[src/rtl/yt_pkg.sv]
// Shared widths, FSM encoding and address helper for the yt post-processing stages.
package yt_pkg;

  localparam int unsigned DATA_W = 32;
  localparam int unsigned ADDR_W = 32;
  localparam int unsigned WREQ_W = 4;

  typedef enum logic [2:0] {
    IDLE,
    RD0,
    RD1,
    RD2,
    RD3,
    LAST,
    WR,
    DONE
  } state_t;

  // Word index to byte-style port address.
  function automatic logic [ADDR_W-1:0] word_to_addr(input logic [ADDR_W-1:0] word,
                                                     input int unsigned shift);
    return word << shift;
  endfunction

endpackage

[src/rtl/maxpool_relu_yt_if.sv]
// Source (S_*) and destination (D_*) single-port BRAM request signals.
interface maxpool_relu_yt_if;
  import yt_pkg::*;

  logic              S_R_req;
  logic [ADDR_W-1:0] S_addr;
  logic [DATA_W-1:0] S_R_data;
  logic [WREQ_W-1:0] S_W_req;
  logic [DATA_W-1:0] S_W_data;

  logic              D_R_req;
  logic [ADDR_W-1:0] D_addr;
  logic [DATA_W-1:0] D_R_data;
  logic [WREQ_W-1:0] D_W_req;
  logic [DATA_W-1:0] D_W_data;

  modport master (
    output S_R_req, S_addr, S_W_req, S_W_data,
    output D_R_req, D_addr, D_W_req, D_W_data,
    input  S_R_data, D_R_data
  );

  modport slave (
    input  S_R_req, S_addr, S_W_req, S_W_data,
    input  D_R_req, D_addr, D_W_req, D_W_data,
    output S_R_data, D_R_data
  );

endinterface

[src/rtl/maxpool_relu_yt_addr.sv]
// Channel/row/column walk over the pooled map; yields read and write word indices.
module pool_addr_gen import yt_pkg::*; #(
  parameter int unsigned IN_W = 26,
  parameter int unsigned IN_H = 26,
  parameter int unsigned CH   = 1
) (
  input  logic              clk,
  input  logic              rst,
  input  logic              restart,
  input  logic              step,
  input  logic [1:0]        rd_sel,
  output logic [ADDR_W-1:0] rd_word,
  output logic [ADDR_W-1:0] wr_word,
  output logic              last
);

  localparam int unsigned OUT_W = IN_W / 2;
  localparam int unsigned OUT_H = IN_H / 2;

  // Wrap limits clamp to 0 for degenerate sizes; the top never walks in that case.
  localparam logic [ADDR_W-1:0] OX_MAX    = (OUT_W > 0) ? ADDR_W'(OUT_W - 1) : '0;
  localparam logic [ADDR_W-1:0] OY_MAX    = (OUT_H > 0) ? ADDR_W'(OUT_H - 1) : '0;
  localparam logic [ADDR_W-1:0] C_MAX     = (CH > 0)    ? ADDR_W'(CH - 1)    : '0;
  localparam logic [ADDR_W-1:0] IN_W_L    = ADDR_W'(IN_W);
  localparam logic [ADDR_W-1:0] OUT_W_L   = ADDR_W'(OUT_W);
  localparam logic [ADDR_W-1:0] IN_PLANE  = ADDR_W'(IN_W * IN_H);
  localparam logic [ADDR_W-1:0] OUT_PLANE = ADDR_W'(OUT_W * OUT_H);

  logic [ADDR_W-1:0] c_q, c_d;
  logic [ADDR_W-1:0] oy_q, oy_d;
  logic [ADDR_W-1:0] ox_q, ox_d;
  logic [ADDR_W-1:0] origin;
  logic [ADDR_W-1:0] rd_off;

  always_comb begin
    c_d  = c_q;
    oy_d = oy_q;
    ox_d = ox_q;
    if (restart) begin
      c_d  = '0;
      oy_d = '0;
      ox_d = '0;
    end else if (step) begin
      if (ox_q == OX_MAX) begin
        ox_d = '0;
        if (oy_q == OY_MAX) begin
          oy_d = '0;
          c_d  = (c_q == C_MAX) ? '0 : c_q + 32'd1;
        end else begin
          oy_d = oy_q + 32'd1;
        end
      end else begin
        ox_d = ox_q + 32'd1;
      end
    end
  end

  always_ff @(posedge clk) begin
    if (rst) begin
      c_q  <= '0;
      oy_q <= '0;
      ox_q <= '0;
    end else begin
      c_q  <= c_d;
      oy_q <= oy_d;
      ox_q <= ox_d;
    end
  end

  always_comb begin
    origin = c_q * IN_PLANE + ((oy_q * IN_W_L) << 1) + (ox_q << 1);
    case (rd_sel)
      2'd0:    rd_off = '0;
      2'd1:    rd_off = 32'd1;
      2'd2:    rd_off = IN_W_L;
      default: rd_off = IN_W_L + 32'd1;
    endcase
    rd_word = origin + rd_off;
    wr_word = c_q * OUT_PLANE + oy_q * OUT_W_L + ox_q;
  end

  assign last = (ox_q == OX_MAX) && (oy_q == OY_MAX) && (c_q == C_MAX);

endmodule

[src/rtl/maxpool_relu_yt.sv]
// ReLU + 2x2/2 max pooling from the conv output BRAM into a destination BRAM.
module maxpool_relu_yt import yt_pkg::*; #(
  parameter int unsigned IN_W       = 26,
  parameter int unsigned IN_H       = 26,
  parameter int unsigned CH         = 1,
  parameter int unsigned SRC_BASE   = 0,
  parameter int unsigned DST_BASE   = 0,
  parameter int unsigned ADDR_SHIFT = 2
) (
  input  logic clk,
  input  logic rst,
  input  logic start,
  output logic finish,
  maxpool_relu_yt_if.master bus
);

  localparam bit ZERO_OUT = (IN_W < 2) || (IN_H < 2) || (CH == 0);
  localparam logic [ADDR_W-1:0] SRC_B = ADDR_W'(SRC_BASE);
  localparam logic [ADDR_W-1:0] DST_B = ADDR_W'(DST_BASE);

  state_t            state_q, state_d;
  logic [DATA_W-1:0] acc_q, acc_d;
  logic [DATA_W-1:0] acc_max;
  logic              restart;
  logic              step;
  logic              last;
  logic [1:0]        rd_sel;
  logic [ADDR_W-1:0] rd_word;
  logic [ADDR_W-1:0] wr_word;
  logic              unused_d_r_data;

  pool_addr_gen #(
    .IN_W (IN_W),
    .IN_H (IN_H),
    .CH   (CH)
  ) u_addr (
    .clk     (clk),
    .rst     (rst),
    .restart (restart),
    .step    (step),
    .rd_sel  (rd_sel),
    .rd_word (rd_word),
    .wr_word (wr_word),
    .last    (last)
  );

  assign acc_max = ($signed(bus.S_R_data) > $signed(acc_q)) ? bus.S_R_data : acc_q;

  assign bus.S_W_req  = '0;
  assign bus.S_W_data = '0;
  assign bus.D_R_req  = 1'b0;
  assign unused_d_r_data = ^bus.D_R_data;

  // Read data lags its request by one cycle, so each state folds in the word
  // requested by the previous one; LAST absorbs the fourth word.
  always_comb begin
    state_d      = state_q;
    acc_d        = acc_q;
    restart      = 1'b0;
    step         = 1'b0;
    rd_sel       = 2'd0;
    finish       = 1'b0;
    bus.S_R_req  = 1'b0;
    bus.S_addr   = '0;
    bus.D_W_req  = '0;
    bus.D_addr   = '0;
    bus.D_W_data = '0;
    case (state_q)
      IDLE, DONE: begin
        finish = (state_q == DONE);
        if (start) begin
          restart = 1'b1;
          state_d = ZERO_OUT ? DONE : RD0;
        end
      end
      RD0: begin
        bus.S_R_req = 1'b1;
        rd_sel      = 2'd0;
        state_d     = RD1;
      end
      RD1: begin
        bus.S_R_req = 1'b1;
        rd_sel      = 2'd1;
        acc_d       = bus.S_R_data;
        state_d     = RD2;
      end
      RD2: begin
        bus.S_R_req = 1'b1;
        rd_sel      = 2'd2;
        acc_d       = acc_max;
        state_d     = RD3;
      end
      RD3: begin
        bus.S_R_req = 1'b1;
        rd_sel      = 2'd3;
        acc_d       = acc_max;
        state_d     = LAST;
      end
      LAST: begin
        acc_d   = acc_max;
        state_d = WR;
      end
      WR: begin
        bus.D_W_req  = '1;
        bus.D_addr   = word_to_addr(DST_B + wr_word, ADDR_SHIFT);
        bus.D_W_data = acc_q[DATA_W-1] ? '0 : acc_q;
        step         = 1'b1;
        state_d      = last ? DONE : RD0;
      end
      default: state_d = IDLE;
    endcase
    if (bus.S_R_req) begin
      bus.S_addr = word_to_addr(SRC_B + rd_word, ADDR_SHIFT);
    end
  end

  always_ff @(posedge clk) begin
    if (rst) begin
      state_q <= IDLE;
      acc_q   <= '0;
    end else begin
      state_q <= state_d;
      acc_q   <= acc_d;
    end
  end

endmodule

[src/flat_wrapper.sv]
// flat-port wrapper written by rule: the top's interface ports become plain ports
module maxpool_relu_yt_flat import yt_pkg::*;
#(
  parameter int unsigned IN_W       = 26,
  parameter int unsigned IN_H       = 26,
  parameter int unsigned CH         = 1,
  parameter int unsigned SRC_BASE   = 0,
  parameter int unsigned DST_BASE   = 0,
  parameter int unsigned ADDR_SHIFT = 2
)
  (clk, rst, start, finish, bus_S_R_req, bus_S_addr, bus_S_W_req, bus_S_W_data, bus_D_R_req, bus_D_addr, bus_D_W_req, bus_D_W_data, bus_S_R_data, bus_D_R_data);
  maxpool_relu_yt_if bus_i ();
  input  logic clk;
  input  logic rst;
  input  logic start;
  output logic finish;
  output wire logic [$bits(bus_i.S_R_req)-1:0] bus_S_R_req;
  output wire logic [$bits(bus_i.S_addr)-1:0] bus_S_addr;
  output wire logic [$bits(bus_i.S_W_req)-1:0] bus_S_W_req;
  output wire logic [$bits(bus_i.S_W_data)-1:0] bus_S_W_data;
  output wire logic [$bits(bus_i.D_R_req)-1:0] bus_D_R_req;
  output wire logic [$bits(bus_i.D_addr)-1:0] bus_D_addr;
  output wire logic [$bits(bus_i.D_W_req)-1:0] bus_D_W_req;
  output wire logic [$bits(bus_i.D_W_data)-1:0] bus_D_W_data;
  input wire logic [$bits(bus_i.S_R_data)-1:0] bus_S_R_data;
  input wire logic [$bits(bus_i.D_R_data)-1:0] bus_D_R_data;
  assign bus_S_R_req = bus_i.S_R_req;
  assign bus_S_addr = bus_i.S_addr;
  assign bus_S_W_req = bus_i.S_W_req;
  assign bus_S_W_data = bus_i.S_W_data;
  assign bus_D_R_req = bus_i.D_R_req;
  assign bus_D_addr = bus_i.D_addr;
  assign bus_D_W_req = bus_i.D_W_req;
  assign bus_D_W_data = bus_i.D_W_data;
  assign bus_i.S_R_data = bus_S_R_data;
  assign bus_i.D_R_data = bus_D_R_data;
  maxpool_relu_yt #(.IN_W(IN_W), .IN_H(IN_H), .CH(CH), .SRC_BASE(SRC_BASE), .DST_BASE(DST_BASE), .ADDR_SHIFT(ADDR_SHIFT)) u_core (.clk(clk), .rst(rst), .start(start), .finish(finish), .bus(bus_i));
endmodule
[config.mk]
export PLATFORM = sky130hd
export DESIGN_NAME = maxpool_relu_yt_flat
export DESIGN_NICKNAME = d
export VERILOG_FILES = /design/src/rtl/yt_pkg.sv /design/src/rtl/maxpool_relu_yt_if.sv /design/src/rtl/maxpool_relu_yt_addr.sv /design/src/rtl/maxpool_relu_yt.sv /design/src/flat_wrapper.sv
export SDC_FILE = /design/constraint.sdc
export NUM_CORES = 1
export LEC_CHECK = 0
export ABC_AREA = 0
export CORE_MARGIN = 4
export CORE_UTILIZATION = 35
export DETAILED_ROUTE_END_ITERATION = 16
export DONT_BUFFER_PORTS = 1
export GPL_TIMING_DRIVEN = 0
export PLACE_DENSITY = 0.57
export SLEW_MARGIN = 20
export SYNTH_ARGS = -nofsm -noshare
export SYNTH_HDL_FRONTEND = slang
export SYNTH_HIERARCHICAL = 1
export SYNTH_SLANG_ARGS = --single-unit
export TNS_END_PERCENT = 10
[constraint.sdc]
create_clock -name clk -period 7 [get_ports clk]
set_clock_uncertainty 0.15 [all_clocks]
set_input_delay 1.4 -clock clk [delete_from_list [all_inputs] [get_ports clk]]
set_output_delay 1.4 -clock clk [all_outputs]
set_load 0.01 [all_outputs]
==> impl_metrics.csv, run 1 <==
group,metric,value,unit
floorplanning,num_rows,90,
status,violations,"negative setup slack",
sta,period_needed,7920,ps
setup_path,cp_cell_sequence,"ha_4 > fa_1 > fa_1 > ha_4 > ha_4 > a211o_1 > o211ai_1 > a21oi_2 > o311ai_1 > and2_1 > nand2b_1 > a31oi_1 > xor2_1 > fa_1 > inv_1 > ha_1 > ha_4 > a21oi_2 > o41ai_4 > a21o_1 > a31o_2 > a31oi_1 > xnor2_1 > and2_4",
setup_path,crit_path_max_incr_delay,540,ps
grt,grt_pass1_vias,16600,
finish,antennaDiodeCount,0,
detailed_routing,ant_nets,0,
setup_path,r2r-start,"u_core/state_q[2]",
detailed_routing,drtIter0Drc,837,
place,gp_congestion,0.880,
clocking,clockRootBuffer,"clkbuf_16",
grt,grt-ovfl-total,0,
setup_path,r2r_slack,1980,ps
min_path,min_from,"u_core/u_addr/oy_q[6]",
yosys,syn_area,21300,µm²
power,power.leakage,12.1,nW
setup_path,cp.required,5450,ps
setup_path,worstPathArrival,6370,ps
sta,maxSlewViolCount,0,
grt,grt_max_degree,17,
detailed_routing,num_vias,16500,
setup_path,cpMostUsedCell,"ha_4",
floorplanning,dieArea,64900,µm²
clocking,clock_path_buffers,2,
finish,drive_gt1_share,14.2,%
grt,antenna_found_initial,4,
min_path,min_path_cells,2,
detailed_routing,wl_per_cell,18.6,µm
yosys,synth.avg_cell_area,8.74,µm²
sta,max_slew.worst_pin.slew,1080,ps
clocking,clock-sinks,131,
yosys,yosys_warnings,6,
setup_path,crit_fanout,5,
min_path,min_path_type,"register to register",
setup_path,cp-start-kind,"register",
sta,maxSlewHeadroom,27.0,%
sta,rsz0062_at_grt,"true",
sta,whs,346,ps
power,powerDensity,80.4,nW/µm²
detailed_routing,drc,0,
sta,period_share,113,%
finish,final_util,41.0,%
setup_path,r2r-end,"u_core/u_addr/oy_q[31]",
floorplanning,die_x,255,µm
clocking,clk-insertion-delay-late,460,ps
finish,fin_nets,3195,
yosys,synth_cells,2438,
grt,grt_pass1_wl,95300,µm
clocking,cts_inserted_buffers,17,
detailed_routing,avgViaCountPerCell,4.94,
detailed_routing,wl,62300,µm
setup_path,crit_type,"register to output port",
finish,syn_to_final_growth,16.2,%
sta,fin_tns_setup,-10000,ps
clocking,ctsHoldBuffers,0,
floorplanning,start_util,35.3,%
clocking,cts_tree,"built",
clocking,htree_levels,4,
floorplanning,core,60400,µm²
status,status,"finished with violations",
clocking,clkTransAtPathRegs,70,ps
place,dp_hpwl,51400,µm
run,maxCapViolCount,0,
place,io_buffers,0,
floorplanning,die-height,255,µm
place,dp_cells,3261,
setup_path,crit_path_top_delay_cell,"fa_1",
setup_path,reg2reg_depth,13,
sta,finalSetupViolations,21,
floorplanning,ioPinCount,206,
sta,setup_slack,-920,ps
grt,groute.usage.overall,19.3,%
sta,final_hold_viol_count,0,
power,irDropWorstVdd,0.000147,V
detailed_routing,drtPass1Iterations,7,
sta,fmaxAchievable,0.126,GHz
finish,final_cells,3344,
setup_path,critPathCaptureType,"output port",
min_path,hold_end,"u_core/u_addr/oy_q[6]",
==> how the worst max path moves through the flow <==
| stage | from | to | slack [ps] |
|---|---|---|---|
| 3_5_place_dp | u_core/u_addr/oy_q[0] | bus_S_addr[31] | -890 |
| 4_1_cts | u_core/u_addr/c_q[4] | bus_S_addr[31] | -940 |
| 5_1_grt | u_core/u_addr/oy_q[5] | bus_S_addr[31] | -1220 |
| 6_report | u_core/u_addr/c_q[3] | bus_S_addr[31] | -920 |
| 2_1_floorplan | u_core/u_addr/c_q[3] | bus_S_addr[27] | -70 |
| 3_3_place_gp | u_core/u_addr/oy_q[0] | bus_S_addr[30] | -870 |
==> layer usage <==
metal	track usage, %	vias up	wire (µm)
met5	0	-	7
met4	4.96	2	1580
met3	2.93	66	2510
met2	33.8	312	31200
met1	25.0	8186	27100
li1	-	7951	-
==> what timing repair did <==
action	CTS	global route
endpoints found under the setup margin	39	32
pin swaps	57	14
hold endpoints to repair	0	0
buffers inserted	46	5
gates cloned	0	0
gates resized for setup	137	59
==> placed cells by master, fill, tap and decap left out, drive strengths merged, types with 4 or more instances in the layout <==
cell,n
o41ai,4
o21a,12
a211oi,6
xnor2,107
a31oi,9
or2b,30
buf,105
nand2,82
nor2,167
dfxtp,131
inv,539
nand4,39
or3,19
conb,42
o211ai,4
clkbuf,56
o21ai,47
and2,41
a21o,44
o21bai,9
a21boi,4
nor3,35
o31ai,5
fa,249
and3,76
nand3,41
nor4,21
nand2b,48
nor2b,17
or2,5
mux2i,33
a21oi,92
ha,330
xor2,62
==> through the flow <==
| step | worst slack [ps] | cell area, µm² | total power [W] |
|---|---|---|---|
| 6_report | -920 | 24800 | 0.00199 |
| 5_1_grt | -1220 | 24800 | 0.00207 |
| 4_1_cts | -937 | 24400 | 0.00202 |
| 3_5_place_dp | -889 | 22800 | 0.00107 |
| 3_3_place_gp | -872 | 22800 | 0.00106 |
| 2_1_floorplan | -71.4 | 21800 | 0.000996 |
==> sequential cells by signal, indices dropped and copies added, names as in the netlist <==
| signal | count |
|---|---|
| u_core/acc_q | 32 |
| u_core/state_q | 3 |
| u_core/u_addr/c_q | 32 |
| u_core/u_addr/ox_q | 32 |
| u_core/u_addr/oy_q | 32 |
==> power by group <==
part	internal, W	total [W]	switching [W]
registers	0.000761	0.000778	0.0000175
clock network	0.000515	0.000941	0.000425
logic	0.000110	0.000271	0.000161
total	0.00139	0.00199	0.000604
==> worst max-delay path: cells and delay by family, from the launching register on <==
kind	cells	cell delay, ps
adder cells (fa/ha/maj)	8	2600
AO/OA/AOI/OAI	10	1900
AND/OR/NAND/NOR	3	490
flip-flops	1	430
XOR/XNOR	2	410
buffers and inverters	1	70
==> final cells by class <==
| class | count | area [µm²] |
|---|---|---|
| fill | 6068 | 35600 |
| clock inverter | 12 | 119 |
| sequential | 131 | 2700 |
| tap | 782 | 978 |
| clock buffer | 20 | 457 |
| timing repair buffer | 51 | 395 |
| buffer | 91 | 597 |
| inverter | 532 | 2000 |
| multi-input combinational | 1725 | 17500 |
Note: power is estimated with default switching activity, not from simulation.
==> inputs of run 2 (changes only) <==
--- a/config.mk
+++ b/config.mk
@@ -13,3 +13,3 @@
 export GPL_TIMING_DRIVEN = 0
-export PLACE_DENSITY = 0.57
+export PLACE_DENSITY_LB_ADDON = 0.1
 export SLEW_MARGIN = 20
--- a/constraint.sdc
+++ b/constraint.sdc
@@ -4,2 +4,2 @@
 set_output_delay 1.4 -clock clk [all_outputs]
-set_load 0.01 [all_outputs]
+set_load 0.05 [all_outputs]
==> impl_metrics.csv, run 2 (synthesized netlist as in run 1, its figures left out) <==
group,metric,value,unit
power,finalPower,0.00204,W
finish,syn_to_final_growth,17.9,%
place,dp_hpwl,53100,µm
clocking,clock-sinks,131,
place,place_worst_setup_slack,-1250,ps
sta,fmaxAchievable,0.122,GHz
clocking,htree_levels,4,
grt,grt-ovfl-total,0,
place,gp_congestion,0.887,
clocking,cts_tree,"built",
status,status,"finished with violations",
setup_path,worstPathArrival,6620,ps
place,io_buffers,0,
floorplanning,die-height,255,µm
floorplanning,die_x,255,µm
clocking,clk-insertion-delay-late,500,ps
clocking,ctsHoldBuffers,0,
sta,period_share,117,%
finish,drive_gt1_share,15.6,%
floorplanning,core,60400,µm²
clocking,clockRootBuffer,"clkbuf_16",
finish,fin_nets,3206,
grt,grt_max_degree,17,
sta,setup_slack,-1170,ps
detailed_routing,drc,0,
detailed_routing,drtPass1Iterations,4,
power,power.leakage,12.2,nW
sta,maxSlewHeadroom,25.6,%
setup_path,crit_fanout,5,
sta,max_slew.worst_pin.slew,1110,ps
floorplanning,start_util,35.3,%
sta,final_hold_viol_count,0,
detailed_routing,drtIter0Drc,851,
status,violations,"negative setup slack",
clocking,clkTransAtPathRegs,60,ps
setup_path,cp.required,5450,ps
floorplanning,num_rows,90,
grt,grt_pass1_vias,16900,
detailed_routing,num_vias,16500,
detailed_routing,wl,65100,µm
grt,grt_pass1_wl,98400,µm
sta,maxSlewViolCount,0,
finish,mostFrequentLayoutCell,"inv_1",
detailed_routing,ant_nets,0,
floorplanning,dieArea,64900,µm²
power,powerDensity,81.4,nW/µm²
run,maxCapViolCount,0,
setup_path,critPathCaptureType,"output port",
detailed_routing,wl_per_cell,19.4,µm
setup_path,crit_type,"register to output port",
clocking,cts_inserted_buffers,17,
setup_path,cp-start-kind,"register",
power,irDropWorstVdd,0.000172,V
clocking,clock_path_buffers,2,
grt,groute.usage.overall,20.2,%
setup_path,crit_path_top_delay_cell,"fa_1",
sta,finalSetupViolations,26,
sta,period_needed,8170,ps
finish,final_cell_mix,"inv_1, ha_1, fa_1",
min_path,min_path_type,"register to register",
setup_path,cpMostUsedCell,"ha_4",
floorplanning,ioPinCount,206,
sta,rsz0062_at_grt,"true",
finish,final_util,41.6,%
detailed_routing,avgViaCountPerCell,4.92,
grt,antenna_found_initial,0,
setup_path,r2r_slack,1820,ps
setup_path,crit_path_max_incr_delay,570,ps
run 2: cell types whose count changed in the layout (fill, tap and decap cells not counted), sizes merged:
cell / change
clkinvlp: +2
diode: +1
clkbuf: -2
buf: +11
bufinv: +1
inv: -2
clkinv: +1
run 2: worst paths after layout:
path,from,endpoint,cells past startpoint
max reg2reg,u_core/state_q[2],u_core/u_addr/oy_q[31],13
min,u_core/acc_q[0],u_core/acc_q[0],2
max,u_core/u_addr/c_q[2],bus_S_addr[29],25
min reg2reg,u_core/acc_q[0],u_core/acc_q[0],2
run 2: repair_timing:
| action | in CTS | in global routing |
|---|---|---|
| buffers inserted | 50 | 12 |
| pin swaps | 66 | 52 |
| resized for setup | 201 | 58 |
| endpoints found under the setup margin | 42 | 40 |
run 2: power breakdown:
| group | total [W] | leakage [nW] | internal, W | switching [W] |
|---|---|---|---|---|
| Sequential | 0.000773 | 1.08 | 0.000758 | 0.0000141 |
| Combinational | 0.000320 | 10.8 | 0.000111 | 0.000209 |
| Clock | 0.000951 | 0.278 | 0.000527 | 0.000424 |
run 2: routing by layer:
layer / wire length [µm] / vias up / global-route usage [%]
met4: 2130 / 0 / 6.81
met1: 27000 / 8170 / 24.7
met2: 32900 / 290 / 35.8
met5: 0 / - / 0
met3: 3000 / 82 / 3.99
li1: - / 7963 / -
run 2: final cells by class:
type	instances	area [µm²]
multi-input cells	1725	17700
clock inverters	14	151
diodes	1	2.50
fillers	6028	35300
flip-flops and latches	131	2720
inverters	532	2000
well taps	782	978
repair buffers	62	505
plain buffers	91	597
clock buffers	18	429
run 2: worst max-delay path: cells and delay by family (launching register included):
kind	cells	cell delay (ps)
fa+ha+maj	8	2670
compound gates	8	1920
simple gates	4	620
flops	1	380
xor+xnor	2	280
buf+inv	3	270
run 2: stage by stage:
stage               instance area (µm²)  TNS (ps)  instances  hold WS [ps]
CTS                               24700    -13230       3343           345
global placement                  22800    -25330       3261           330
finish                            25100    -13760       3356           346
floorplan                         21800      -849       2479           309
global route                      25100    -21010       3355           360
detailed placement                22800    -24700       3261           332
